<file path="src/rtl/help_pkg.sv">
// help_pkg: letter codes and defaults shared by help_scroller and the
// downstream seven-segment decoder.
//   CODE_H/E/L/P : 4-bit letter codes shown on HEX3..HEX0
//   TICK_DIV_DEF : default clocks per scroll step (1 Hz at 50 MHz)
//   state_e      : scroller mode (PAUSE / RUN)
package help_pkg;

  localparam logic [3:0] CODE_H = 4'd0;
  localparam logic [3:0] CODE_E = 4'd1;
  localparam logic [3:0] CODE_L = 4'd2;
  localparam logic [3:0] CODE_P = 4'd3;

  localparam int TICK_DIV_DEF = 50000000;

  typedef enum logic {
    ST_PAUSE = 1'b0,
    ST_RUN   = 1'b1
  } state_e;

  // Letter shown at display position pos (0 = leftmost) for rotation ofs.
  // Codes H,E,L,P are 0..3, so the rotated index is the code itself.
  function automatic logic [3:0] letter_at(input logic [1:0] ofs,
                                           input logic [1:0] pos);
    logic [1:0] s;
    s = ofs + pos;
    return {2'b00, s};
  endfunction

endpackage

</file>
<file path="src/rtl/tick_gen.sv">
// tick_gen: scroll prescaler.
//   CLOCK_50 : clock
//   RESET    : synchronous active-high reset
//   EN       : count enable (scroller in RUN); counter held at 0 otherwise
//   TICK     : high in the cycle the counter sits at TICK_DIV-1 while enabled
module tick_gen #(
  parameter int TICK_DIV = help_pkg::TICK_DIV_DEF
) (
  input  logic CLOCK_50,
  input  logic RESET,
  input  logic EN,
  output logic TICK
);

  localparam int CW = $clog2(TICK_DIV);
  localparam logic [CW-1:0] LAST = CW'(TICK_DIV - 1);

  logic [CW-1:0] cnt_q, cnt_d;

  always_comb begin
    cnt_d = '0;
    if (EN && cnt_q != LAST) cnt_d = cnt_q + 1'b1;
  end

  always_ff @(posedge CLOCK_50) begin
    if (RESET) cnt_q <= '0;
    else       cnt_q <= cnt_d;
  end

  assign TICK = EN && (cnt_q == LAST);

endmodule

</file>
<file path="src/rtl/help_scroller.sv">
// help_scroller: rotates "HELP" across four seven-segment displays.
//   CLOCK_50 : clock
//   RESET    : synchronous active-high reset (highest priority)
//   EN       : 1 = auto-scroll (RUN), 0 = hold (PAUSE)
//   DIR      : 0 = scroll left (offset +1), 1 = scroll right (offset -1)
//   STEP     : manual step request, rising edge honoured in PAUSE only
//   CODE3..0 : letter codes for HEX3 (leftmost) .. HEX0
//   ADV      : one-cycle pulse in the cycle the offset updates
module help_scroller
  import help_pkg::*;
#(
  parameter int TICK_DIV = TICK_DIV_DEF
) (
  input  logic       CLOCK_50,
  input  logic       RESET,
  input  logic       EN,
  input  logic       DIR,
  input  logic       STEP,
  output logic [3:0] CODE3,
  output logic [3:0] CODE2,
  output logic [3:0] CODE1,
  output logic [3:0] CODE0,
  output logic       ADV
);

  state_e     state_q;
  logic [1:0] ofs_q, ofs_d;
  logic       step_q;
  logic       adv_q;
  logic       tick;
  logic       step_rise;
  logic       adv;

  tick_gen #(.TICK_DIV(TICK_DIV)) u_tick_gen (
    .CLOCK_50 (CLOCK_50),
    .RESET    (RESET),
    .EN       (state_q == ST_RUN),
    .TICK     (tick)
  );

  // A step edge right after a timed advance (EN dropped on the terminal
  // count) is swallowed so ADV can never pulse on back-to-back cycles.
  assign step_rise = (state_q == ST_PAUSE) && STEP && !step_q && !adv_q;
  assign adv       = !RESET && (tick || step_rise);

  always_comb begin
    ofs_d = ofs_q;
    if (adv) ofs_d = DIR ? ofs_q - 2'd1 : ofs_q + 2'd1;
  end

  // Mode register follows EN every cycle; step history keeps tracking STEP
  // in RUN so an edge seen in RUN is never replayed after pausing.
  always_ff @(posedge CLOCK_50) begin
    if (RESET) begin
      state_q <= ST_PAUSE;
      ofs_q   <= 2'd0;
      step_q  <= 1'b1;
      adv_q   <= 1'b0;
    end else begin
      state_q <= EN ? ST_RUN : ST_PAUSE;
      ofs_q   <= ofs_d;
      step_q  <= STEP;
      adv_q   <= adv;
    end
  end

  assign ADV   = adv;
  assign CODE3 = letter_at(ofs_q, 2'd0);
  assign CODE2 = letter_at(ofs_q, 2'd1);
  assign CODE1 = letter_at(ofs_q, 2'd2);
  assign CODE0 = letter_at(ofs_q, 2'd3);

endmodule
</file>
<file path="config.mk">
export PLATFORM = sky130hd
export DESIGN_NAME = help_scroller
export DESIGN_NICKNAME = d
export VERILOG_FILES = /design/src/rtl/help_pkg.sv /design/src/rtl/tick_gen.sv /design/src/rtl/help_scroller.sv
export SDC_FILE = /design/constraint.sdc
export NUM_CORES = 1
export LEC_CHECK = 0
export BUFFER_PORTS_ARGS = -buffer_cell sky130_fd_sc_hd__buf_2
export CAP_MARGIN = 20
export CORE_MARGIN = 3
export CORE_UTILIZATION = 56
export DETAILED_ROUTE_END_ITERATION = 12
export GPL_TIMING_DRIVEN = 0
export HOLD_SLACK_MARGIN = 0.05
export PLACE_DENSITY = 0.87
export SLEW_MARGIN = 30
export SYNTH_ARGS = -nofsm -noshare
export SYNTH_HDL_FRONTEND = slang
export SYNTH_SLANG_ARGS = --single-unit
</file>
<file path="constraint.sdc">
create_clock -name CLOCK_50 -period 2.4 [get_ports CLOCK_50]
set_input_delay 0.24 -clock CLOCK_50 [delete_from_list [all_inputs] [get_ports CLOCK_50]]
set_output_delay 0.24 -clock CLOCK_50 [all_outputs]
set_load 0.01 [all_outputs]
</file>
==> run metrics <==
count of distinct cell types in the synthesized netlist=39; main combinational cell family by area after synthesis=simple AND/OR/NAND/NOR gates; largest vdd supply drop=646 µV; post-detailed-route wirelength per cell=14.1 µm; final max-slew violation count=0; Clk Latency, worst-skew pair=330 ps; final number of setup-violating endpoints=0; Remaining DRCs=0; Fin. Hold Viols=0; startpoint types=flop; CTS tree=yes; run status=completed; post-synthesis mux area share=0.698%; maximum single-stage delay on the critical path=570 ps; Syn Inst Count=187; total vias in the final route=1463; worst slew pin tran=approximately 560 ps; warning count from the yosys run=0; Core Footprint=2610 µm²; Final ANT Viol Nets=0; global-route wire length before repair=6020 µm; final worst setup slack=157 ps; ordered cell list for the critical path=ha_1 -> nand2_1 -> or4_4 -> buf_6 -> or4_4 -> a21oi_2; top-level port count=22; critical-path cell with the highest stage delay=or4_4; number of antenna violations at the first check in global routing=0; critical path class=flop to flop; simple-gate area share of the yosys netlist=32.0%; grt total ovfl=0; Die Span Y=59.7 µm; combined flip-flop and latch cell area=621 µm²; Initial Utilization=between 60% and 70%; Post-DP HPWL=2580 µm; TritonCTS buffer count=5; Mapped Avg Cell Area=approximately 8.6 µm²; sort of element at the end of the critical path=flop; TritonRoute pass-1 iters=4; class of the most critical hold timing path=input pin to flop; combined buffer and inverter count along the critical path=1; leakage power figure=0.626 nW; Final Critical Period=~2200 ps; Post-Synth Adder-Cell Area=0.776%; Die Wd=a little under 60 µm; largest net degree at the start of global routing=11; Detailed Route WL=3460 µm; H-tree levels=2; fillcell total=209; dominant delay contributor by cell family on the critical path=simple AND/OR/NAND/NOR gates; count of clock tree sinks=31; compound-cell area share of the yosys netlist=12.3%; worst endpoint data arrival time=2510 ps; Die ar.=3560 µm²; FF+latch count, synth=31; number of maximum-capacitance constraint violations=0; Post-Route Skew=12.0 ps; Mapped Area=approximately 1600 µm²; post-place setup slack=around 220 ps; Area Overhead vs Synth=14.5%; Vias/cell=about 6; WP data required=2670 ps; multi-input gate area in the final layout=905 µm²; CTS clock-pin slew for the worst setup and hold paths=about 100 ps; highest net fanout along the worst path=10; most frequent cell on the critical path=or4_4; global placer's final weighted congestion=0.916; sequential-to-total area share from yosys stat=between 30 and 40%; setup repair after global routing missed its margin=no; number of nets in the layout=221; worst slack on hold paths=101 ps; Core Rows=18; deepest clock path buffer count=2; Max Clock Freq=446 MHz; Final TNS setup=0 ps; period utilization=93.5%; number of inserted diodes=0; worst rel slew slack=62.2%; GRT Resource Usage Total=22.8%; Pwr Density=about 520 nW/µm²; master cell of the clock root buffer=clkbuf_4; share of cells above drive strength 1=20.0%; DR iter-0 viols=120; vias in the first global route=around 1300; count of input and output buffers=12; parity-gate share of the synthesized area counting xor and xnor cells=7.06%
==> layout make-up <==
class                           instances  area share (%)
Timing Repair Buffer                   14            4.07
Clock buffer                            6            2.24
Tap cell                               30            2.03
Inverter                                6            1.22
Buffer                                 16            6.23
Sequential cell                        31            33.6
Clock inverter                          1            1.63
Multi-Input combinational cell        141            49.0
==> cells by family (layout without fill, tap and decap cells) <==
logic type	Yosys count	after routing
simple gates	87	87
compound gates	31	31
flops	31	31
buf+inv	22	43
xor+xnor	13	13
fa+ha+maj	1	1
other cells	1	8
mux	1	1
==> synthesized netlist by cell type, drive strengths merged <==
cell,instances,area [µm²]
mux2,1,11.3
a31oi,1,6.26
xor2,6,52.6
nor3,2,10.0
a21o,1,7.51
dfxtp,31,621
nor4b,1,8.76
nand2,9,33.8
clkbuf,2,7.51
inv,6,22.5
nor4,7,50.1
o21ai,2,10.0
or2,2,12.5
buf,14,108
conb,1,3.75
nor2b,1,6.26
o31ai,8,60.1
or4b,3,30.0
nor2,21,78.8
or3,2,12.5
nand3b,1,7.51
nand4,6,37.5
xnor2,7,61.3
and3,2,12.5
nand3,12,72.6
and4,2,17.5
ha,1,12.5
a21oi,15,78.8
and2,2,12.5
or4,11,93.8
a211o,2,17.5
o41ai,2,17.5
nand2b,3,18.8
==> metal layers <==
metal	track usage [%]	vias to the layer above	share of wire, %
met1	27.2	678	42
met5	0	-	0
met3	8.42	8	7.2
li1	-	724	-
met4	10.1	0	2.1
met2	36.4	53	49
==> metrics by stage <==
step / util (%) / instance area [µm²] / instances / power [mW]
2_1_floorplan: - / 1640 / 194 / 0.579
3_3_place_gp: 66.5 / 1740 / 236 / 0.596
6_report: 70.7 / 1850 / 245 / 0.969
5_1_grt: 70.7 / 1850 / 245 / 1.02
4_1_cts: 69.8 / 1820 / 243 / 0.975
3_5_place_dp: 66.5 / 1740 / 236 / 0.598
==> final timing paths <==
check / start / to / slack (ps) / cells after the start
worst max register to register: u_tick_gen.cnt_q[0]$_SDFF_PP0_ / u_tick_gen.cnt_q[22]$_SDFF_PP0_ / 160 / 6
worst min register to register: u_tick_gen.cnt_q[0]$_SDFF_PP0_ / u_tick_gen.cnt_q[0]$_SDFF_PP0_ / 470 / 1
worst max-delay path: u_tick_gen.cnt_q[0]$_SDFF_PP0_ / u_tick_gen.cnt_q[22]$_SDFF_PP0_ / 160 / 6
worst min-delay path: STEP / step_q$_SDFF_PP1_ / 100 / 2
==> power by group <==
part / switching (mW) / total [mW] / internal [mW]
Combinational: 0.0337 / 0.0618 / 0.0281
Sequential: 0.00548 / 0.525 / 0.519
Clock: 0.168 / 0.382 / 0.215
==> sequential cells by signal, summed over array words and instances, names as in the netlist <==
signal	cells
adv_q	1
ofs_q	2
state_q	1
step_q	1
u_tick_gen.cnt_q	26
==> cell usage in the layout, fill, tap and decap left out, types with 2 or more instances in the layout <==
master    synthesis  routed
a211o_1           2       2
and4_1            2       2
nand2b_1          3       3
or3_1             2       2
conb_1            1       8
or2_2             2       2
inv_1             6       6
nand3_1          11      11
buf_2             2      14
xor2_1            6       6
clkbuf_4          0       5
o31ai_1           8       8
o21ai_0           2       2
xnor2_1           7       7
nor4_1            6       5
nor3_1            2       2
nor2_1           21      21
nand4_1           6       6
o41ai_1           2       2
nor4_4            0       2
clkbuf_1          2       3
and3_1            2       2
dfxtp_1          31      31
or4_4             3       3
and2_1            2       2
a21oi_1          14      14
buf_4            10      12
or4b_1            3       3
buf_6             2       2
or4_1             8       8
nand2_1           9       9
==> worst reg2reg max path, delay by kind of cell (launching register included) <==
kind	cells	cell delay (ps)
adder cells (fa/ha/maj)	1	260
flip-flops	1	380
AND/OR/NAND/NOR	3	1260
AO/OA/AOI/OAI	1	130
buffers and inverters	1	160
==> timing repair <==
item | 4_1_cts | 5_1_grt
endpoints found under the setup margin | 1 | 1
buffers inserted | 0 | 2
hold buffers | 0 | 0
pin swaps | 0 | 2
endpoints found under the hold margin | 0 | 0
resized for setup | 2 | 1
cloned | 0 | 0
Note: power is estimated with default switching activity, not from simulation.
